<file path="src/rtl/clk_div_multi.sv">
// Multi-channel programmable clock divider.
// Each channel emits a 50%-duty divided clock plus a one-cycle tick on its rising edge.
// Divisor, enable and restart are written over a shared address/data config bus.
module clk_div_multi #(
    parameter int unsigned NUM_CH  = 4,
    parameter int unsigned CNT_W   = 16,
    parameter int unsigned ADDR_W  = 4,
    parameter int unsigned DATA_W  = 8,
    parameter int unsigned DIV_RST = 1
) (
    input  logic              clk,
    input  logic              rst,
    input  logic              c_valid,
    input  logic [ADDR_W-1:0] c_addr,
    input  logic [DATA_W-1:0] c_data,
    output logic              c_ready,
    output logic              c_err,
    output logic [NUM_CH-1:0] clk_out,
    output logic [NUM_CH-1:0] tick
);

    localparam int unsigned CH_W   = ADDR_W - 2;
    localparam int unsigned NCH_MAX = 1 << CH_W;

    localparam logic [1:0] REG_LO   = 2'd0;
    localparam logic [1:0] REG_HI   = 2'd1;
    localparam logic [1:0] REG_CTRL = 2'd2;
    localparam logic [1:0] REG_RSVD = 2'd3;

    logic              accept_c;
    logic [CH_W-1:0]   ch_sel_c;
    logic [1:0]        reg_sel_c;
    logic [NCH_MAX-1:0] ch_ok_c;

    assign accept_c  = c_valid && c_ready;
    assign ch_sel_c  = c_addr[ADDR_W-1:2];
    assign reg_sel_c = c_addr[1:0];

    // Table of which channel slots in the address space are populated.
    for (genvar g = 0; g < NCH_MAX; g++) begin : g_ch_ok
        if (g < NUM_CH) begin : g_present
            assign ch_ok_c[g] = 1'b1;
        end else begin : g_absent
            assign ch_ok_c[g] = 1'b0;
        end
    end

    // Handshake: one accept, then one bubble; flag writes to absent channels or reserved reg.
    always_ff @(posedge clk or posedge rst) begin
        if (rst) begin
            c_ready <= 1'b1;
            c_err   <= 1'b0;
        end else begin
            c_ready <= !accept_c;
            c_err   <= accept_c && (!ch_ok_c[ch_sel_c] || (reg_sel_c == REG_RSVD));
        end
    end

    for (genvar i = 0; i < NUM_CH; i++) begin : g_ch
        logic [CNT_W-1:0]  cnt;
        logic [CNT_W-1:0]  div_act;
        logic [CNT_W-1:0]  div_shad;
        logic [DATA_W-1:0] lo_stage;
        logic              en;
        logic              clk_q;
        logic              tick_q;

        logic sel_c;
        logic wr_lo_c;
        logic wr_hi_c;
        logic wr_ctrl_c;
        logic wrap_c;

        assign sel_c     = accept_c && (ch_sel_c == CH_W'(i));
        assign wr_lo_c   = sel_c && (reg_sel_c == REG_LO);
        assign wr_hi_c   = sel_c && (reg_sel_c == REG_HI);
        assign wr_ctrl_c = sel_c && (reg_sel_c == REG_CTRL);
        assign wrap_c    = (cnt == div_act);

        // Config registers: LO is staged so the divisor only moves on the HI write.
        always_ff @(posedge clk or posedge rst) begin
            if (rst) begin
                lo_stage <= '0;
                div_shad <= CNT_W'(DIV_RST);
                en       <= 1'b1;
            end else begin
                if (wr_lo_c) begin
                    lo_stage <= c_data;
                end
                if (wr_hi_c) begin
                    div_shad <= CNT_W'({c_data, lo_stage});
                end
                if (wr_ctrl_c) begin
                    en <= c_data[0];
                end
            end
        end

        // Counter and output phase: divisor only commits at a wrap, restart or while idle.
        always_ff @(posedge clk or posedge rst) begin
            if (rst) begin
                cnt     <= '0;
                div_act <= CNT_W'(DIV_RST);
                clk_q   <= 1'b0;
                tick_q  <= 1'b0;
            end else if (!en || (wr_ctrl_c && !c_data[0])) begin
                cnt     <= '0;
                div_act <= div_shad;
                clk_q   <= 1'b0;
                tick_q  <= 1'b0;
            end else if (wr_ctrl_c && c_data[1]) begin
                cnt     <= '0;
                div_act <= div_shad;
                clk_q   <= 1'b0;
                tick_q  <= 1'b0;
            end else if (wrap_c) begin
                cnt     <= '0;
                div_act <= div_shad;
                clk_q   <= !clk_q;
                tick_q  <= !clk_q;
            end else begin
                cnt     <= cnt + CNT_W'(1);
                tick_q  <= 1'b0;
            end
        end

        assign clk_out[i] = clk_q;
        assign tick[i]    = tick_q;
    end

endmodule
</file>
<file path="config.mk">
export PLATFORM = sky130hd
export DESIGN_NAME = clk_div_multi
export DESIGN_NICKNAME = d
export VERILOG_FILES = /design/src/rtl/clk_div_multi.sv
export SDC_FILE = /design/constraint.sdc
export NUM_CORES = 1
export LEC_CHECK = 0
export ABC_CLOCK_PERIOD_IN_PS = 13370
export BUFFER_PORTS_ARGS = -buffer_cell sky130_fd_sc_hd__buf_2
export CAP_MARGIN = 20
export CELL_PAD_IN_SITES_DETAIL_PLACEMENT = 0
export CELL_PAD_IN_SITES_GLOBAL_PLACEMENT = 2
export CORE_MARGIN = 8
export CORE_UTILIZATION = 50
export CTS_BUF_LIST = sky130_fd_sc_hd__clkbuf_4 sky130_fd_sc_hd__clkbuf_8
export DETAILED_ROUTE_END_ITERATION = 7
export PLACE_DENSITY = 0.84
export SETUP_SLACK_MARGIN = 0.05
export SYNTH_ARGS = -nofsm -noshare
export SYNTH_HDL_FRONTEND = slang
export SYNTH_SLANG_ARGS = --single-unit
</file>
<file path="constraint.sdc">
create_clock -name clk -period 13.37 [get_ports clk]
set_input_delay 1.337 -clock clk [delete_from_list [all_inputs] [get_ports clk]]
set_output_delay 1.337 -clock clk [all_outputs]
set_load 0.02 [all_outputs]
</file>
==> impl_metrics.toml, run 1 <==
[run_status]
run_status = "completed"

[clock_network]
cts.reportedPaths.clkPinSlew_ps = 50
number_of_buffers_added_by_the_clock_tree_synthesis_step = 41
post_cts.resized_instances = 0
cts.sinks = 238
cts_hold_buf = 0
tritoncts = "yes"
clock_tree.buffer_depth = 3
cts.root.buffer_cell = "sky130_fd_sc_hd__clkbuf_8"
clock_insertion_delay_worst_skew_ps = 530
htree_levels = 2
post-cts-setup-buffers = 0

[power]
worst_ir_drop_vdd_mv = 0.0793
power.density_nw_per_um2 = 166
leakage_component_of_the_power_nw = 5.53

[yosys]
synth_area_um2 = 10500
synth.avg_cell_area_um2 = 13.2
synth_edf_count = 0
syn_inst = 797
postSynthRegisterBits = 238
synth_nets = 816
synth-async-reset-ratio_pct = 100
ys_types = 46
synth_warnings = 0
synth-seq-area-share_pct = 56.8
synth_ff_type = "sky130_fd_sc_hd__dfrtp_1"

[sta]
fmaxAchievable_ghz = 0.356
max_slew_margin_pct = 38.9
fin_crit_sh_pct = 21.0
final.min_clock_period_ps = 2810
clock_skew_ps = 17.3
worst-slew-pin-transition_ps = 916
final-setup-viol-count = 0
unrepaired_setup_endpoints_after_global_routing = "false"
maxSlewViolCount = 0
final.setup.tns_ps = 0
hold_violations = 0

[placement]
dpl.cell_count = 1067
place.port_buffers = 24
hpwlAfterDp_um = 13100
gp_congestion = 0.794

[route]
drt_drc_violations_left = 0
drt_first_iter_violations = 200
postRouteWirelength_um = 19700
vias_cell = 5.19
num_vias = 5932
ant_nets = 0
wire_per_inst_um = 17.3
firstDrtPassIters = 4

[job]
drv.max_cap_violation_count = 0

[worst_setup_path]
r2r_cells = 6
worst-setup-path-type = "input port to register"
cp_data_arrival_time_ps = 3210
cp-start-kind = "input port"
worstSetupEndpointType = "register"
timing.critical_path.fanout_max = 21
worstPathRequired_ps = 13770

[global_route]
largest_net_degree_at_the_start_of_global_routing = 108
grt_pass1_wl_um = 33400
gr-usage-all-layers_pct = 15.8
grt-ovfl-total = 0
number_of_global_route_vias_before_repair = 6290
number_of_antenna_violations_at_the_first_check_in_global_routing = 1

[worst_hold_path]
holdPathStages = 1
hp-class = "register to register"

[layout]
non_filler_instances = 1142
area_growth_syn_to_layout_pct = 10.9
post_route_cells_drive_above_1_share_pct = 33.2
final_nets = 856
antenna_cells = 0

[die]
ios = 25
fp.coreArea_um2 = 20800
fp.dieArea_um2 = 25900
std_cell_rows = 53
die_width_um = 161
die-height_um = 161
initial_core_util_pct = 50.5
[kinds of logic after synthesis]
kind of cell | synth area share, %
XOR/XNOR | 10.2
multiplexers | 17.9
flip-flops | 56.8
AND/OR/NAND/NOR | 10.1
AO/OA/AOI/OAI | 1.33
adder cells (fa/ha/maj) | 0.476
buffers and inverters | 3.14
[metrics by stage]
step	util [%]	instance area [µm²]	hold slack [ps]	power, mW	setup slack [ps]
after floorplan	-	10500	444	1.20	5520
after global placement	51.5	10700	481	1.24	9810
after detailed placement	51.5	10700	472	1.26	9680
after CTS	55.7	11600	487	1.97	10250
after global routing	55.9	11600	511	2.05	10440
final	55.9	11600	486	1.94	10560
[flip-flops by register name, summed over array words and instances (netlist names)]
name and flops:
g_ch.tick_q 4, g_ch.div_shad 64, c_ready 1, g_ch.cnt 64
g_ch.lo_stage 32, c_err 1, g_ch.div_act 64, g_ch.en 4
g_ch.clk_q 4
[cell usage in the layout, fill, tap and decap left out, types with 16 or more instances in the layout]
cell type	synthesis	layout
sky130_fd_sc_hd__buf_2	6	24
sky130_fd_sc_hd__clkbuf_8	0	53
sky130_fd_sc_hd__dfrtp_1	225	225
sky130_fd_sc_hd__mux2_2	127	127
sky130_fd_sc_hd__mux2_4	30	30
sky130_fd_sc_hd__nand2_1	29	29
sky130_fd_sc_hd__nand3_1	16	16
sky130_fd_sc_hd__nand4_1	16	16
sky130_fd_sc_hd__nor2_1	87	87
sky130_fd_sc_hd__nor4_1	18	18
sky130_fd_sc_hd__xnor2_1	33	33
sky130_fd_sc_hd__xor2_1	89	89
[critical path, stage by stage]
cell                       delay [ps]
sky130_fd_sc_hd__buf_2            150
sky130_fd_sc_hd__and2b_2          260
sky130_fd_sc_hd__o21ai_4           90
sky130_fd_sc_hd__o21ai_2          260
sky130_fd_sc_hd__nand2b_1         530
sky130_fd_sc_hd__buf_16           230
sky130_fd_sc_hd__mux2_2           340
[per-layer routing]
layer	part of all wire, %	track usage (%)
met4	2.2	5.64
met3	3.1	3.25
met5	0.061	0
met2	47	24.8
met1	48	21.5
[layout make-up]
type	count	area (µm²)
multi-input combinational	515	4210
timing repair buffer	30	193
fill	1733	9170
clock inverter	7	60.1
sequential	238	5970
clock buffer	66	827
tap	275	344
inverter	11	48.8
[Yosys cell counts (all sizes together), types with 12 or more instances]
cell type	number	area, µm²
nand3	17	90.1
nand2	29	109
dfrtp	225	5630
nor4	18	113
mux2	157	1880
xor2	89	780
xnor2	33	289
nor3	12	65.1
buf	30	275
nand4	16	100
nor2	90	345
dfstp	13	342
[final timing paths]
kind                           startpoint             endpoint  slack, ps
max                             c_addr[0]   g_ch[1].div_act[3]      10560
max reg2reg                g_ch[0].cnt[7]  g_ch[0].div_act[13]      10980
min reg2reg                 g_ch[1].clk_q       g_ch[1].tick_q        490
max in group asynchronous             rst   g_ch[2].div_act[7]      11000
min                         g_ch[1].clk_q       g_ch[1].tick_q        490
min in group asynchronous             rst       g_ch[3].cnt[3]        930
[report_power, final]
group	switching, mW	internal [mW]
clock network	0.282	0.410
logic	0.131	0.173
registers	0.0858	0.857
Note: power is estimated with default switching activity, not from simulation.
==> inputs of run 2 (changes only) <==
ABC_CLOCK_PERIOD_IN_PS = 2700   (was 13370)
CORE_UTILIZATION = 46   (was 50)
PLACE_DENSITY = 0.78   (was 0.84)
clock period = 2.7 ns   (was 13.37 ns; I/O delays follow)
==> run 2 against run 1 <==
  * Cell area is 1.1% higher
  * Total power rose to 5.0 times the previous value
  * Via count rose by 1.6%
  * Die area increased by 7.8%
  * Combinational power grew to 5.0 times the previous value
  * Clock-buffer cell count rose by 3
  * Clock skew fell by 3.0 ps
  * Worst setup slack worse by 10000 ps
  * Non-clock buffer count rose by 13
  * Critical path type is now register to register
  * Critical endpoint is now g_ch[3].cnt[13]
==> impl_metrics.toml, run 2 (synthesis results as in run 1) <==
[route]
firstDrtPassIters = 4
drt_first_iter_violations = 285
num_vias = 6026
drt_drc_violations_left = 0
postRouteWirelength_um = 20500
ant_nets = 0
wire_per_inst_um = 17.6
vias_cell = 5.17

[worst_setup_path]
critical_path.cell_chain = "nand4_1 > o21ai_2 > nand2b_1 > buf_4 > nor2_1"
cp_data_arrival_time_ps = 2650
worstSetupEndpointType = "register"
largest_incremental_delay_on_the_critical_path_ps = 570
timing.critical_path.fanout_max = 15
cp-start-kind = "register"
worstSetupStartpoint = "c_ready"
worstPathRequired_ps = 3100
worst_path_max_delay_cell = "sky130_fd_sc_hd__dfstp_2"
worst-setup-path-type = "register to register"
rr_startpoint = "c_ready"

[sta]
clock_skew_ps = 14.3
unrepaired_setup_endpoints_after_global_routing = "false"
maxSlewViolCount = 0
worst-slew-pin-transition_ps = 871
final.min_clock_period_ps = 2250
hold_violations = 0
fmaxAchievable_ghz = 0.444
final-setup-viol-count = 0
fin_crit_sh_pct = 83.5
max_slew_margin_pct = 41.9

[worst_hold_path]
hold_path.startpoint = "c_valid"
hp-class = "input port to register"

[layout]
multiInputGateArea_um2 = 4210
biggestRegsByFlops = "g_ch.cnt x64, g_ch.div_act x64, g_ch.div_shad x64"
final_nets = 869
final_common_cell = "sky130_fd_sc_hd__dfrtp_1"
seqCellArea_um2 = 5970
non_filler_instances = 1165
post_route_cells_drive_above_1_share_pct = 34.1
filler_cell_count = 1938
antenna_cells = 0
most-common-layout-cells = "225 x sky130_fd_sc_hd__dfrtp_1, 127 x sky130_fd_sc_hd__mux2_2, 89 x sky130_fd_sc_hd__xor2_1"
area_growth_syn_to_layout_pct = 12.1
post_layout_util_pct = 52.3

[clock_network]
tritoncts = "yes"
htree_levels = 2
clock_tree.buffer_depth = 3
cts.root.buffer_cell = "sky130_fd_sc_hd__clkbuf_8"
cts.sinks = 238
number_of_buffers_added_by_the_clock_tree_synthesis_step = 41
post-cts-setup-buffers = 0
cts.reportedPaths.clkPinSlew_ps = 60
clock_insertion_delay_worst_skew_ps = 520

[placement]
hpwlAfterDp_um = 14000
gp_congestion = 0.799
dpl.cell_count = 1091
place.port_buffers = 24

[global_route]
number_of_antenna_violations_at_the_first_check_in_global_routing = 1
number_of_global_route_vias_before_repair = 6479
grt-ovfl-total = 0
largest_net_degree_at_the_start_of_global_routing = 59
grt_pass1_wl_um = 34500
gr-usage-all-layers_pct = 15.1

[job]
drv.max_cap_violation_count = 0

[die]
die_width_um = 167
fp.dieArea_um2 = 27900
std_cell_rows = 55
ios = 25
die-height_um = 167
initial_core_util_pct = 46.7
fp.coreArea_um2 = 22500

[power]
leakage_component_of_the_power_nw = 5.59
power.density_nw_per_um2 = 816
power_mw = 9.61
worst_ir_drop_vdd_mv = 0.343

[run_status]
run_status = "completed"
[run 2: cell types whose count changed in the layout (fill, tap and decap cells not counted), sizes merged]
cell / change
buf: +12
bufinv: -1
clkbuf: +3
clkinv: -2
clkinvlp: +1
dlygate4sd3: +1
inv: -1
[run 2: final timing paths]
path | endpoint | slack (ps) | cells past startpoint
worst max-delay path | g_ch[3].cnt[13] | 450 | 5
min in group asynchronous | g_ch[2].cnt[2] | 460 | 3
max in group asynchronous | g_ch[0].div_act[0] | 1430 | 4
worst max register to register | g_ch[3].cnt[13] | 450 | 5
worst min register to register | g_ch[2].lo_stage[0] | 480 | 2
worst min-delay path | c_ready | 70 | 2
[run 2: area by class of cell]
type | instances | share of cell area [%]
clock buffers | 69 | 7.32
flip-flops and latches | 238 | 50.7
clock inverters | 4 | 0.170
well taps | 285 | 3.03
repair buffers | 43 | 2.68
inverters | 11 | 0.382
multi-input cells | 515 | 35.7
[run 2: layer usage]
layer	track usage, %	wire [µm]	vias to the layer above
met4	4.66	370	2
met5	0	12	-
met3	3.36	737	32
met2	24.5	9600	74
li1	-	-	2836
met1	20.1	9740	3082
[run 2: repair_timing]
item,CTS,global route
hold endpoints to repair,26,0
hold buffers,1,0
resized for setup,0,0
endpoints found under the setup margin,0,0
[run 2: per-stage QoR]
stage	instance area (µm²)	setup WS (ps)	hold WS [ps]	setup TNS, ps
floorplan	10500	-679	385	-152830
global placement	10900	483	466	0
detailed placement	10900	437	470	0
CTS	11800	413	29.0	0
global route	11800	236	57.5	0
finish	11800	445	68.2	0
[run 2: power by group]
group / leakage (nW) / switching (mW) / total, mW / internal, mW
clock network: 0.475 / 1.40 / 3.41 / 2.00
registers: 3.11 / 0.440 / 4.68 / 4.24
logic: 2.01 / 0.649 / 1.51 / 0.866
total: 5.59 / 2.49 / 9.61 / 7.11
[run 2: worst max-delay path, delay by kind of cell (launching register included)]
kind	cells	cell delay [ps]
compound gates	1	340
flops	1	570
buf+inv	1	330
simple gates	3	890
==> inputs of run 3 (changes only) <==
ABC_AREA = 1   (was unset)
ABC_CLOCK_PERIOD_IN_PS = 2350   (was 2700)
CORE_UTILIZATION = 40   (was 46)
PLACE_DENSITY = 0.79   (was 0.78)
clock period = 2.35 ns   (was 2.7 ns; I/O delays follow)
==> run 3 against run 2 <==
  * Total power grew 24%
  * Global-route usage grew 0.77 points
  * Sequential power grew 15%
  * Clock skew grew 13 ps
  * First-iteration DRC count grew 53%
  * Critical path depth grew 3
  * Critical endpoint is now g_ch[3].cnt[8]
==> impl_metrics.toml, run 3 <==
[clock_network]
post_cts.resized_instances = 0
clock_tree.buffer_depth = 3
post-cts-setup-buffers = 0
htree_levels = 2
cts.reportedPaths.clkPinSlew_ps = 70
cts.root.buffer_cell = "sky130_fd_sc_hd__clkbuf_8"
number_of_buffers_added_by_the_clock_tree_synthesis_step = 45
tritoncts = "yes"
cts.sinks = 238
clock_insertion_delay_worst_skew_ps = 550

[worst_setup_path]
worst-setup-path-type = "register to register"
cp_data_arrival_time_ps = 2380
cp-start-kind = "register"
critical_path.cell_chain = "nand2_2 > nor2_1 > nand2_1 > o21ai_1 > inv_1 > nand2_1 > buf_4 > nor2_1"
worstSetupEndpointType = "register"
worstPathRequired_ps = 2780
worst_path_max_delay_cell = "sky130_fd_sc_hd__dfstp_2"
timing.critical_path.fanout_max = 16
largest_incremental_delay_on_the_critical_path_ps = 530

[global_route]
number_of_global_route_vias_before_repair = 8358
grt_pass1_wl_um = 43300
number_of_antenna_violations_at_the_first_check_in_global_routing = 0
grt-ovfl-total = 0
gr-usage-all-layers_pct = 15.9
largest_net_degree_at_the_start_of_global_routing = 46

[placement]
hpwlAfterDp_um = 17400
place.port_buffers = 24
gp_congestion = 0.771
pre_cts_slack_ps = 400

[yosys]
ys_top_cells_by_area = "sky130_fd_sc_hd__dfrtp_1 51%, sky130_fd_sc_hd__nand2_1 16%, sky130_fd_sc_hd__inv_1 5.6%"
synthMostInstantiatedCell = "sky130_fd_sc_hd__nand2_1"
synth-seq-area-share_pct = 53.8
synth_nets = 1391
synth_warnings = 0
synth_edf_count = 0
netlist.area_leader.share_pct = 50.7
ys_types = 29
cell_taking_the_most_area_after_synthesis = "sky130_fd_sc_hd__dfrtp_1"
postSynthRegisterBits = 238
synth.avg_cell_area_um2 = 8.09
yosys-top-cells-count = "466 x sky130_fd_sc_hd__nand2_1, 225 x sky130_fd_sc_hd__dfrtp_1, 167 x sky130_fd_sc_hd__inv_1"
synth_ff_type = "sky130_fd_sc_hd__dfrtp_1"
synth-async-reset-ratio_pct = 100
synth_area_um2 = 11100
syn_inst = 1372

[layout]
post_route_cells_drive_above_1_share_pct = 13.2
final_nets = 1440
most-common-layout-cells = "466 x sky130_fd_sc_hd__nand2_1, 225 x sky130_fd_sc_hd__dfrtp_1, 166 x sky130_fd_sc_hd__inv_1"
final_common_cell = "sky130_fd_sc_hd__nand2_1"
biggestRegsByFlops = "g_ch.cnt x64, g_ch.div_act x64, g_ch.div_shad x64"
post_layout_util_pct = 46.0
area_growth_syn_to_layout_pct = 14.2

[die]
die-height_um = 183
std_cell_rows = 61
fp.coreArea_um2 = 27600
initial_core_util_pct = 40.3
fp.dieArea_um2 = 33400
die_width_um = 183
ios = 25

[route]
wire_per_inst_um = 13.9
drt_drc_violations_left = 0
vias_cell = 4.52
drt_first_iter_violations = 436
firstDrtPassIters = 5
ant_nets = 0
postRouteWirelength_um = 25500
num_vias = 8312

[worst_hold_path]
hp-class = "input port to register"

[sta]
clock_skew_ps = 27.8
maxSlewViolCount = 0
setup_slack_ps = 401
fmaxAchievable_ghz = 0.513
final.min_clock_period_ps = 1950
max_slew_margin_pct = 57.5
worst-slew-pin-transition_ps = 636
fin_crit_sh_pct = 83.0
hold_violations = 0
unrepaired_setup_endpoints_after_global_routing = "false"
final-setup-viol-count = 0

[power]
leakage_component_of_the_power_nw = 6.35
power.density_nw_per_um2 = 939
worst_ir_drop_vdd_mv = 0.506

[job]
drv.max_cap_violation_count = 0

[run_status]
run_status = "completed"
==> run 3: per-stage QoR <==
stage,hold slack (ps),total power [mW],instance area (µm²),setup TNS [ps],cells
final,83.4,11.9,12700,0,1837
after global routing,86.5,12.8,12700,0,1835
after detailed placement,357,7.65,11700,0,1748
after global placement,368,7.61,11700,0,1748
after CTS,54.9,12.2,12700,0,1835
after floorplan,317,6.99,11100,-226070,1372
==> run 3: critical path: cells and delay by family, from the launching register on <==
family                 cells  cell delay, ps
AOI/OAI and AO/OA          1             150
buffers and inverters      2             480
DFF                        1             530
and+or+nand+nor            5             660
==> run 3: layer usage <==
layer  GRT usage (%)  up-vias  share of wire [%]  routed length (µm)
met5               0        -                  0                   0
met2            25.9       86                 47               11900
met1            21.3     3862                 48               12300
li1                -     4326                  -                   -
met4            4.69        0                1.9                 478
met3            2.94       38                3.3                 834
==> run 3: final cells by class <==
type / count / area (µm²)
Multi-Input combinational cell: 912 / 4190
Fill cell: 2802 / 14900
Sequential cell: 238 / 5970
Inverter: 174 / 657
Timing Repair Buffer: 50 / 400
Clock buffer: 70 / 845
Antenna cell: 2 / 5.00
Clock inverter: 13 / 145
Tap cell: 378 / 473
==> run 3: report_power, final <==
part           switching [mW]  leakage (nW)  internal (mW)
combinational            1.33          2.68          0.812
sequential              0.518          3.14           4.85
clock                    1.77         0.528           2.62
total                    3.62          6.35           8.28
==> run 3: cell families after synthesis <==
group                      count (synthesis)  synth area share [%]
and+or+nand+nor                          754                  27.5
DFF                                      238                  53.8
AOI/OAI and AO/OA                         91                  4.12
muxes                                     32                  3.24
adders and majority gates                  4                 0.451
buffers and inverters                    222                  8.51
xor gates and xnor gates                  31                  2.44
==> run 3: repair_timing <==
| item | 4_1_cts | 5_1_grt |
|---|---|---|
| hold endpoints to repair | 16 | 0 |
| setup endpoints to repair | 0 | 0 |
| hold buffers | 4 | 0 |
==> run 3: path summary, 6_finish.rpt <==
kind                                          start                  end  slack, ps  depth (start not counted)
worst max-delay path                        c_ready       g_ch[3].cnt[8]        400                          8
worst min-delay path                      c_addr[2]           g_ch[0].en         80                          4
worst max register to register              c_ready       g_ch[3].cnt[8]        400                          8
worst min register to register  g_ch[0].div_shad[1]   g_ch[0].div_act[1]        460                          2
max in group asynchronous                       rst  g_ch[0].div_shad[0]       1250                          4
min in group asynchronous                       rst  g_ch[2].lo_stage[0]        330                          3
